$ cat src/rtl/segre_pkg.sv
// Shared types and default sizing for the N-channel memory request arbiter.
package segre_pkg;

  localparam int unsigned MEM_ARB_NUM_CH    = 4;
  localparam int unsigned MEM_ARB_BUF_DEPTH = 16;
  localparam int unsigned MEM_ARB_MAX_OUTST = 4;
  localparam int unsigned MEM_ARB_ADDR_W    = 32;
  localparam int unsigned MEM_ARB_LINE_BITS = 128;
  // Wide enough for up to 16 requesters.
  localparam int unsigned MEM_ARB_CH_ID_W   = 4;

  typedef struct packed {
    logic                         rd;
    logic                         wr;
    logic [MEM_ARB_ADDR_W-1:0]    addr;
    logic [MEM_ARB_LINE_BITS-1:0] line;
    logic [MEM_ARB_CH_ID_W-1:0]   ch_id;
  } arb_mem_req_t;

endpackage

$ cat src/rtl/segre_sync_fifo.sv
// Synchronous FIFO with registered storage, entry count and full/empty flags.
module segre_sync_fifo #(
  parameter int unsigned Width = 8,
  parameter int unsigned Depth = 4,
  localparam int unsigned PtrW = $clog2(Depth)
) (
  input  logic             clk_i,
  input  logic             rsn_i,
  input  logic             push_i,
  input  logic [Width-1:0] data_i,
  input  logic             pop_i,
  output logic [Width-1:0] data_o,
  output logic [PtrW:0]    count_o,
  output logic             full_o,
  output logic             empty_o
);

  logic [Width-1:0] mem_q [Depth];
  logic [PtrW-1:0]  wptr_q, wptr_d, rptr_q, rptr_d;
  logic [PtrW:0]    cnt_q, cnt_d;
  logic             do_push, do_pop;

  assign full_o  = (cnt_q == (PtrW+1)'(Depth));
  assign empty_o = (cnt_q == '0);
  assign count_o = cnt_q;
  assign data_o  = mem_q[rptr_q];

  always_comb begin
    do_pop  = pop_i & ~empty_o;
    // A push into a full FIFO is accepted only when the head leaves in the same cycle.
    do_push = push_i & (~full_o | do_pop);
    wptr_d  = wptr_q + PtrW'(do_push);
    rptr_d  = rptr_q + PtrW'(do_pop);
    cnt_d   = cnt_q + (PtrW+1)'(do_push) - (PtrW+1)'(do_pop);
  end

  always_ff @(posedge clk_i or negedge rsn_i) begin
    if (!rsn_i) begin
      wptr_q <= '0;
      rptr_q <= '0;
      cnt_q  <= '0;
    end else begin
      wptr_q <= wptr_d;
      rptr_q <= rptr_d;
      cnt_q  <= cnt_d;
    end
  end

  always_ff @(posedge clk_i) begin
    if (do_push) begin
      mem_q[wptr_q] <= data_i;
    end
  end

endmodule

$ cat src/rtl/segre_mem_req_arbiter.sv
// Round-robin N-channel arbiter into a request FIFO towards memory, with in-order routing of
// read responses back to the requesting channel.
module segre_mem_req_arbiter
  import segre_pkg::*;
#(
  parameter int unsigned NUM_CH    = MEM_ARB_NUM_CH,
  parameter int unsigned BUF_DEPTH = MEM_ARB_BUF_DEPTH,
  parameter int unsigned MAX_OUTST = MEM_ARB_MAX_OUTST,
  parameter int unsigned ADDR_W    = MEM_ARB_ADDR_W,
  parameter int unsigned LINE_BITS = MEM_ARB_LINE_BITS
) (
  input  logic                        clk_i,
  input  logic                        rsn_i,
  input  logic [NUM_CH-1:0]           req_valid_i,
  output logic [NUM_CH-1:0]           req_ready_o,
  input  logic [NUM_CH-1:0]           req_rd_i,
  input  logic [NUM_CH-1:0]           req_wr_i,
  input  logic [NUM_CH*ADDR_W-1:0]    req_addr_i,
  input  logic [NUM_CH*LINE_BITS-1:0] req_line_i,
  output logic                        mem_req_valid_o,
  input  logic                        mem_req_ready_i,
  output arb_mem_req_t                mem_req_o,
  input  logic                        mem_rsp_valid_i,
  input  logic [LINE_BITS-1:0]        mem_rsp_line_i,
  output logic [NUM_CH-1:0]           rsp_valid_o,
  output logic [LINE_BITS-1:0]        rsp_line_o,
  output logic [$clog2(BUF_DEPTH):0]  occupancy_o,
  output logic                        err_o
);

  localparam int unsigned ChW     = $clog2(NUM_CH);
  localparam int unsigned ReqW    = $bits(arb_mem_req_t);
  localparam int unsigned OutstCW = $clog2(MAX_OUTST) + 1;

  logic [ChW-1:0] rr_q, rr_d;
  logic [ChW-1:0] grant_idx;
  logic           grant_valid;
  logic           err_q, err_d;

  logic           req_full, req_empty, req_pop;
  arb_mem_req_t   push_req, head_req;
  logic [ReqW-1:0] head_raw;

  logic                       outst_full, outst_empty, outst_push, outst_pop;
  logic [MEM_ARB_CH_ID_W-1:0] outst_id;
  logic [OutstCW-1:0]         outst_cnt_unused;

  // Round-robin search starting at the pointer; no grant at all while the FIFO is full.
  always_comb begin
    logic [ChW:0] sum;
    logic [ChW-1:0] idx;
    grant_valid = 1'b0;
    grant_idx   = '0;
    sum         = '0;
    idx         = '0;
    if (!req_full) begin
      for (int unsigned i = 0; i < NUM_CH; i++) begin
        sum = {1'b0, rr_q} + (ChW+1)'(i);
        if (sum >= (ChW+1)'(NUM_CH)) begin
          sum = sum - (ChW+1)'(NUM_CH);
        end
        idx = sum[ChW-1:0];
        if (!grant_valid && req_valid_i[idx]) begin
          grant_valid = 1'b1;
          grant_idx   = idx;
        end
      end
    end
  end

  always_comb begin
    push_req       = '0;
    push_req.ch_id = MEM_ARB_CH_ID_W'(grant_idx);
    for (int unsigned k = 0; k < NUM_CH; k++) begin
      req_ready_o[k] = grant_valid && (grant_idx == ChW'(k));
      if (grant_idx == ChW'(k)) begin
        push_req.rd   = req_rd_i[k];
        push_req.wr   = req_wr_i[k];
        push_req.addr = req_addr_i[k*ADDR_W +: ADDR_W];
        push_req.line = req_line_i[k*LINE_BITS +: LINE_BITS];
      end
    end
  end

  always_comb begin
    rr_d = rr_q;
    if (grant_valid) begin
      rr_d = (grant_idx == ChW'(NUM_CH - 1)) ? '0 : grant_idx + ChW'(1);
    end
  end

  segre_sync_fifo #(
    .Width (ReqW),
    .Depth (BUF_DEPTH)
  ) u_req_fifo (
    .clk_i   (clk_i),
    .rsn_i   (rsn_i),
    .push_i  (grant_valid),
    .data_i  (push_req),
    .pop_i   (req_pop),
    .data_o  (head_raw),
    .count_o (occupancy_o),
    .full_o  (req_full),
    .empty_o (req_empty)
  );

  assign head_req        = arb_mem_req_t'(head_raw);
  assign mem_req_o       = head_req;
  // A read at the head waits until there is room to remember who asked for it.
  assign mem_req_valid_o = ~req_empty & ~(head_req.rd & outst_full);
  assign req_pop         = mem_req_valid_o & mem_req_ready_i;
  assign outst_push      = req_pop & head_req.rd;
  assign outst_pop       = mem_rsp_valid_i & ~outst_empty;

  segre_sync_fifo #(
    .Width (MEM_ARB_CH_ID_W),
    .Depth (MAX_OUTST)
  ) u_outst_fifo (
    .clk_i   (clk_i),
    .rsn_i   (rsn_i),
    .push_i  (outst_push),
    .data_i  (head_req.ch_id),
    .pop_i   (outst_pop),
    .data_o  (outst_id),
    .count_o (outst_cnt_unused),
    .full_o  (outst_full),
    .empty_o (outst_empty)
  );

  always_comb begin
    for (int unsigned k = 0; k < NUM_CH; k++) begin
      rsp_valid_o[k] = outst_pop && (outst_id == MEM_ARB_CH_ID_W'(k));
    end
  end

  assign rsp_line_o = mem_rsp_line_i;
  assign err_d      = err_q | (mem_rsp_valid_i & outst_empty);
  assign err_o      = err_q;

  always_ff @(posedge clk_i or negedge rsn_i) begin
    if (!rsn_i) begin
      rr_q  <= '0;
      err_q <= 1'b0;
    end else begin
      rr_q  <= rr_d;
      err_q <= err_d;
    end
  end

endmodule

$ cat config.mk
export PLATFORM = sky130hd
export DESIGN_NAME = segre_mem_req_arbiter
export DESIGN_NICKNAME = d
export VERILOG_FILES = /design/src/rtl/segre_pkg.sv /design/src/rtl/segre_sync_fifo.sv /design/src/rtl/segre_mem_req_arbiter.sv
export SDC_FILE = /design/constraint.sdc
export NUM_CORES = 2
export LEC_CHECK = 0
export BUFFER_PORTS_ARGS = -buffer_cell sky130_fd_sc_hd__buf_2
export CAP_MARGIN = 20
export CORE_ASPECT_RATIO = 0.9
export CORE_MARGIN = 2
export CORE_UTILIZATION = 40
export DETAILED_ROUTE_END_ITERATION = 8
export RECOVER_POWER = 25
export REMOVE_ABC_BUFFERS = 1
export SLEW_MARGIN = 10
export SYNTH_ARGS = -nofsm -noshare
export SYNTH_HDL_FRONTEND = slang
export SYNTH_HIERARCHICAL = 1
export SYNTH_SLANG_ARGS = --single-unit
$ cat constraint.sdc
create_clock -name clk_i -period 50.3 [get_ports clk_i]
set_input_delay 10.06 -clock clk_i [delete_from_list [all_inputs] [get_ports clk_i]]
set_output_delay 10.06 -clock clk_i [all_outputs]
set_load 0.005 [all_outputs]
; ---- Yosys cells after proc, flatten, opt, wreduce, memory -nomap -nowiden
; Memories as Yosys holds them, arrays and structs flattened.
; Index checks and enable logic that the tools add are counted.
[totals]
in_bits = 784
output_inout_bits = 309
word_cells = 116
memories = 2
mem_bits_rw = 2640
register_bits = 23
[memory_table]
columns = memory, words, width, read_ports, rd_clocked_by_memory_dff, wr, line
row1 = u_req_fifo.mem_q, 16, 164, 1, 0, 1, segre_sync_fifo.sv:18  ; logic [Width-1:0] mem_q [Depth];
row2 = u_outst_fifo.mem_q, 4, 4, 1, 0, 1, segre_sync_fifo.sv:18
[classes]
add_sub_neg = 16
n_bitwise = 18
eq_ne = 8
reduce_logical = 18
n_mux = 38
order_cmp = 8
[ops]
columns = cell, n
row1 = 162-bit 2-to-1 mux, 4
row2 = 2-bit 2-to-1 mux, 14
row3 = 1-bit 2-to-1 mux, 16
row4 = 2-bit by 3-bit less-than comparator with 1-bit output (second input constant), 4
row5 = 1-bit logical AND, 11
row6 = 1-bit AND, 10
row7 = 3-bit >= comparator (second input constant), 3
row8 = 4-bit by 1-bit adder with 4-bit output, 2
row9 = 1-bit binary-select mux with 2-bit select, 4
row10 = 4-bit by 2-bit equality test with 1-bit output (second input constant), 2
row11 = 2-bit by 1-bit subtractor with 2-bit output (second input constant), 4
row12 = 2-bit by 2-bit adder with 3-bit output (second input constant), 2
row13 = 5-bit by 1-bit adder with 5-bit output, 1
row14 = 5-bit equality test (second input constant), 1
row15 = 5-bit zero test, 1
row16 = 1-bit inverter, 5
row17 = 5-bit by 1-bit subtractor with 5-bit output, 1
row18 = 2-bit by 1-bit adder with 2-bit output, 2
row19 = 2-bit equality test (second input constant), 2
row20 = 4-bit by 1-bit equality test with 1-bit output (second input constant), 1
row21 = 4-bit zero test, 1
row22 = 2-bit by 1-bit adder with 3-bit output (second input constant), 1
row23 = 3-bit by 1-bit adder with 3-bit output, 1
row24 = 3-bit equality test (second input constant), 1
row25 = other kinds (8), 12

; ---- Logic depth before layout (Yosys ltp)
[depth]
depth_word = 24
depth_mapped = 18
ltp_nobuf = 15

; ---- Hierarchy
; Netlist, hierarchy kept.
[by_module_without_submodules]
columns = module, n_inst, area_per_inst_um2, seq_area_each_um2, cells_per_inst
row1 = segre_sync_fifo at u_req_fifo, 1, 100428.8, 80081.8, 4289
row2 = segre_mem_req_arbiter, 1, 6067.1, 75.1, 936
row3 = segre_sync_fifo at u_outst_fifo, 1, 963.4, 655.6, 51

; ---- Worst setup path before layout
; OpenSTA, ideal clock, no wires.
[synth_path]
kind = input port to flip-flop
start = input req_valid_i[2]
end = memory u_req_fifo/mem_q[12][0] (netlist name) (enable)
required_ns = 49.202
arrival_ns = 26.356
cell_stages = 4
setup_ns = 1.098
slack_ns = 22.846
n_path_buf = 0
path_cell_list = nor2_1 a21oi_2 o21ai_0 nor4_1
[synth_between]
elab_chain_cells = 19
elab_cells_between_ends = 25
cone_classes = 18 x mux / 1 x bitwise / 6 x reduce/logical
[synth_rtl]
columns = element, line
row1 = from (decl), segre_mem_req_arbiter.sv:14  ; input logic [NUM_CH-1:0] req_valid_i,
row2 = 1-bit binary-select mux with 2-bit select, segre_mem_req_arbiter.sv:63  ; if (!grant_valid && req_valid_i[idx]) begin
row3 = 1-bit 2-to-1 mux (implied by the code), segre_mem_req_arbiter.sv:63
row4 = 1-bit 2-to-1 mux, segre_mem_req_arbiter.sv:63
row5 = 1-bit 2-to-1 mux, segre_mem_req_arbiter.sv:56  ; if (!req_full) begin
row6 = 1-bit zero test, segre_mem_req_arbiter.sv:63
row7 = 1-bit logical AND, segre_mem_req_arbiter.sv:63
row8 = 1-bit 2-to-1 mux, segre_mem_req_arbiter.sv:63
row9 = 1-bit 2-to-1 mux, segre_mem_req_arbiter.sv:56
row10 = [... 4 more ...], --
row11 = 1-bit zero test, segre_mem_req_arbiter.sv:63
row12 = 1-bit logical AND, segre_mem_req_arbiter.sv:63
row13 = 1-bit 2-to-1 mux *, segre_mem_req_arbiter.sv:63
row14 = 1-bit 2-to-1 mux *, segre_mem_req_arbiter.sv:56
row15 = named net grant_valid, segre_mem_req_arbiter.sv:37  ; logic grant_valid;
row16 = 1-bit AND *, segre_sync_fifo.sv:31  ; do_push = push_i & (~full_o | do_pop);
row17 = 1-bit 2-to-1 mux *, segre_sync_fifo.sv:50  ; if (do_push) begin
row18 = 1-bit 2-to-1 mux (implied by the code) *, segre_sync_fifo.sv:51  ; mem_q[wptr_q] <= data_i;
row19 = to (decl), segre_sync_fifo.sv:18
; The timed path passes the listed nets; every way through them passes the cells marked *. The select of a mux whose other input is x is not followed.

; ---- Worst setup path after layout
[layout_path]
start = input req_valid_i[0]
end = output req_ready_o[2]
[layout_between]
elab_chain_cells = 18
elab_cells_between_ends = 29
cone_classes = 1 x eq/ne / 21 x mux / 7 x reduce/logical
[layout_rtl]
columns = element, line
row1 = 1-bit binary-select mux with 2-bit select, segre_mem_req_arbiter.sv:63
row2 = 1-bit 2-to-1 mux (implied by the code), segre_mem_req_arbiter.sv:63
row3 = 1-bit 2-to-1 mux, segre_mem_req_arbiter.sv:63
row4 = 1-bit 2-to-1 mux, segre_mem_req_arbiter.sv:56
row5 = 1-bit zero test, segre_mem_req_arbiter.sv:63
row6 = 1-bit logical AND, segre_mem_req_arbiter.sv:63
row7 = 1-bit 2-to-1 mux, segre_mem_req_arbiter.sv:63
row8 = 1-bit 2-to-1 mux, segre_mem_req_arbiter.sv:56
row9 = [... 3 more ...], --
row10 = 1-bit 2-to-1 mux, segre_mem_req_arbiter.sv:56
row11 = 1-bit zero test, segre_mem_req_arbiter.sv:63
row12 = 1-bit logical AND, segre_mem_req_arbiter.sv:63
row13 = 2-bit 2-to-1 mux *, segre_mem_req_arbiter.sv:63
row14 = 2-bit 2-to-1 mux *, segre_mem_req_arbiter.sv:56
row15 = named net grant_idx[1], segre_mem_req_arbiter.sv:36  ; logic [ChW-1:0] grant_idx;
row16 = 2-bit equality test *, segre_mem_req_arbiter.sv:75  ; req_ready_o[k] = grant_valid && (grant_idx == ChW'(k));
row17 = 1-bit logical AND *, segre_mem_req_arbiter.sv:75
row18 = to (decl), segre_mem_req_arbiter.sv:15  ; output logic [NUM_CH-1:0] req_ready_o,
; Marked as above.

==> impl_metrics.py <==
metrics = {
    "sta": {
        "slew_headroom_pct": -482,
        "fin_crit_ps": 23600,
        "finalSetupTns_ps": 0,
        "finalSetupViolations": 0,
        "hold_viol": 0,
        "finalCritPeriodShare_pct": 46.9,
        "clock.fmax_ghz": 0.0424,
        "worst_pin_slew_ps": 8720,
        "rsz0062_at_grt": "no",
        "fin_worst_skew_ps": 58.4,
        "timing.final.max_slew_violations": 1551,
        "whs_ps": 481,
    },
    "final_layout": {
        "register_area_um2": 80800,
        "fin_nets": 7034,
        "fillerInstances": 22372,
        "area_delta_synth_final_pct": 15.9,
        "multi_input_area_um2": 24300,
        "layout-drive-gt1-share_pct": 33.6,
    },
    "cts": {
        "cts_max_level": 5,
        "insertion_delay_ps": 940,
        "hold_buffers": 0,
        "cts-resized-gates": 0,
        "cts.sinks": 2695,
        "cts_tree": "yes",
        "cts_root_buf": "clkbuf_16",
        "cts_setup_buffers": 0,
        "cts_made_buffers": 286,
        "clkTransAtPathRegs_ps": 60,
        "clockBufferDepth": 4,
    },
    "routing": {
        "drt_wl_total_um": 297000,
        "viasPerCell": 5.77,
        "drt_iter0_markers": 5288,
        "wl_per_cell_um": 29.7,
        "antenna_left": 0,
        "first_pass_iters": 5,
        "vias": 57557,
        "remaining_drc_errors": 0,
    },
    "worst_setup_path": {
        "startpoint_type": "input port",
        "cp_data_arrival_time_ps": 13540,
        "cp.required_ps": 40240,
        "cp-end-kind": "output port",
        "crit_type": "input port to output port",
        "timing.critical_path.fanout_max": 56,
    },
    "power_and_ir_drop": {
        "p_sw_mw": 3.12,
        "ir_drop_v": 0.0000456,
        "pwr-share-comb_pct": 36.9,
        "internal_power_mw": 6.07,
        "seqPwrFrac_pct": 41.5,
        "power_frac_clock_pct": 21.7,
        "netSwitchingFraction_pct": 34.0,
        "p_per_area_nw_per_um2": 73.8,
        "power_leakage_nw": 41.6,
    },
    "floorplanning": {
        "start_util_pct": 40.2,
        "die_w_um": 550,
        "die_h_um": 496,
        "die-area_um2": 273000,
        "num_rows": 180,
        "core_area_um2": 267000,
        "ios": 1093,
    },
    "place": {
        "dp_hpwl_um": 164000,
        "place_congestion": 0.834,
        "portBuffers": 836,
    },
    "yosys": {
        "synthCells": 5276,
        "synth_cell_type_count": 57,
        "ys_top_cells_by_count": "edfxtp_1 (2672), mux4_2 (572), nand2_1 (291)",
        "netlist_area_um2": 107000,
        "synth-edff-count": 2672,
        "yosys_register_bits": 2695,
        "yosysTopAreaCell": "edfxtp_1",
        "synth_ff_type": "edfxtp_1",
        "yosysSeqAreaShare_pct": 75.2,
        "synth.most_common_cell": "edfxtp_1",
        "async_flop_share_pct": 0.853,
        "synth_area_leaders": "edfxtp_1 (75%), mux4_2 (12%), a221oi_1 (1.7%), a22oi_1 (1.7%), o31ai_1 (1.1%)",
        "syn_avg_cell_area_um2": 20.4,
        "ys_warn_count": 6,
        "synth_top_area_share_pct": 74.7,
    },
    "status": {
        "violations": "capacitance limit, slew limit",
        "status": "complete, but fails checks",
    },
    "grt": {
        "grt_max_degree": 138,
        "antenna_found_initial": 12,
        "grt_overflow": 0,
        "grt_pass1_wl_um": 415000,
        "grt_use_total_pct": 21.3,
        "grt_pass1_vias": 56886,
    },
    "hold_path": {
        "min_path_type": "flop to flop",
    },
    "job": {
        "maxCapViolCount": 39,
    },
}
==> power groups by stage <==
stage	logic [mW]	registers, mW	clock network (mW)
after floorplan	2.97	4.20	0
after detailed placement	3.44	3.83	0
after CTS	3.45	3.79	2.03
final	3.39	3.81	1.99
after global routing	3.67	3.85	2.12
after global placement	3.36	3.80	0
==> kinds of logic (layout without fill, tap and decap cells) <==
family	after synthesis	after routing	synth area share, %
AOI/OAI and AO/OA	771	771	5.64
muxes	765	765	13.9
buffers and inverters	490	1609	2.56
xor gates and xnor gates	13	13	0.106
DFF	2695	2695	75.2
and+or+nand+nor	523	523	2.37
adders and majority gates	18	18	0.224
other	1	37	0.00349
==> placed cells by master, fill, tap and decap left out, drive strengths merged, types with 11 or more instances in the layout <==
master and count:
mux2i 96, edfxtp 2672, mux4 572, o22ai 47, inv 23, buf 1063
nor2b 168, conb 32, nand2 291, clkbuf 382, a21o 50, clkinv 109
dfrtp 23, a22oi 237, o31ai 162, clkinvlp 11, bufinv 21, nor3 14
mux2 97, a221oi 208, a22o 48, ha 16
==> routing by layer <==
metal / track usage, % / wire length [µm] / vias to the layer above
met5: 1.94 / 737 / -
met3: 6.08 / 26900 / 400
li1: - / - / 23960
met4: 4.76 / 5940 / 12
met2: 32.4 / 135000 / 2595
met1: 30.3 / 128000 / 30590
==> stage by stage <==
step                cells  instance area, µm²  setup slack [ps]  power, mW  util (%)
global route         9977              125000             26340       9.63      46.6
floorplan            4832              105000              5260       7.17         -
finish               9980              125000             26700       9.19      46.6
CTS                  9968              125000             27540       9.27      46.7
global placement     9486              116000             27700       7.17      43.4
detailed placement   9486              116000             27540       7.28      43.4
==> critical path: stages <==
cell      delay [ps]
clkbuf_1         240
or3b_1           430
o311a_1          160
nor3_1          1610
ha_4             700
and2_1           220
buf_2            110
==> path summary, 6_finish.rpt <==
check	startpoint	endpoint	slack [ps]	cells after the start
hold / removal	err_o	err_o	480	1
min in group asynchronous	rsn_i	u_req_fifo/rptr_q[2]	9470	1
hold reg to reg	err_o	err_o	480	1
setup / recovery	req_valid_i[0]	req_ready_o[2]	26700	7
max in group asynchronous	rsn_i	u_req_fifo/rptr_q[0]	39810	1
setup reg to reg	u_req_fifo/rptr_q[3]	u_req_fifo/mem_q[9][56]	33100	13
==> final cells by class <==
cell class                      count  share of cell area, %
Sequential cell                  2695                   64.9
Multi-Input combinational cell   2122                   19.5
Clock buffer                      333                   5.97
Timing Repair Buffer             1112                   5.00
Tap cell                         3549                   3.57
Clock inverter                    149                   1.03
Inverter                           15                 0.0452
Antenna cell                        5                 0.0100
==> flip-flops by register name, summed over array words and instances (netlist names) <==
register / cells
err_o: 1
rr_q: 2
u_outst_fifo/count_o: 3
u_outst_fifo/mem_q: 16
u_outst_fifo/rptr_q: 2
u_outst_fifo/wptr_q: 2
u_req_fifo/count_o: 5
u_req_fifo/mem_q: 2656
u_req_fifo/rptr_q: 4
u_req_fifo/wptr_q: 4
Note: power is estimated with default switching activity, not from simulation.
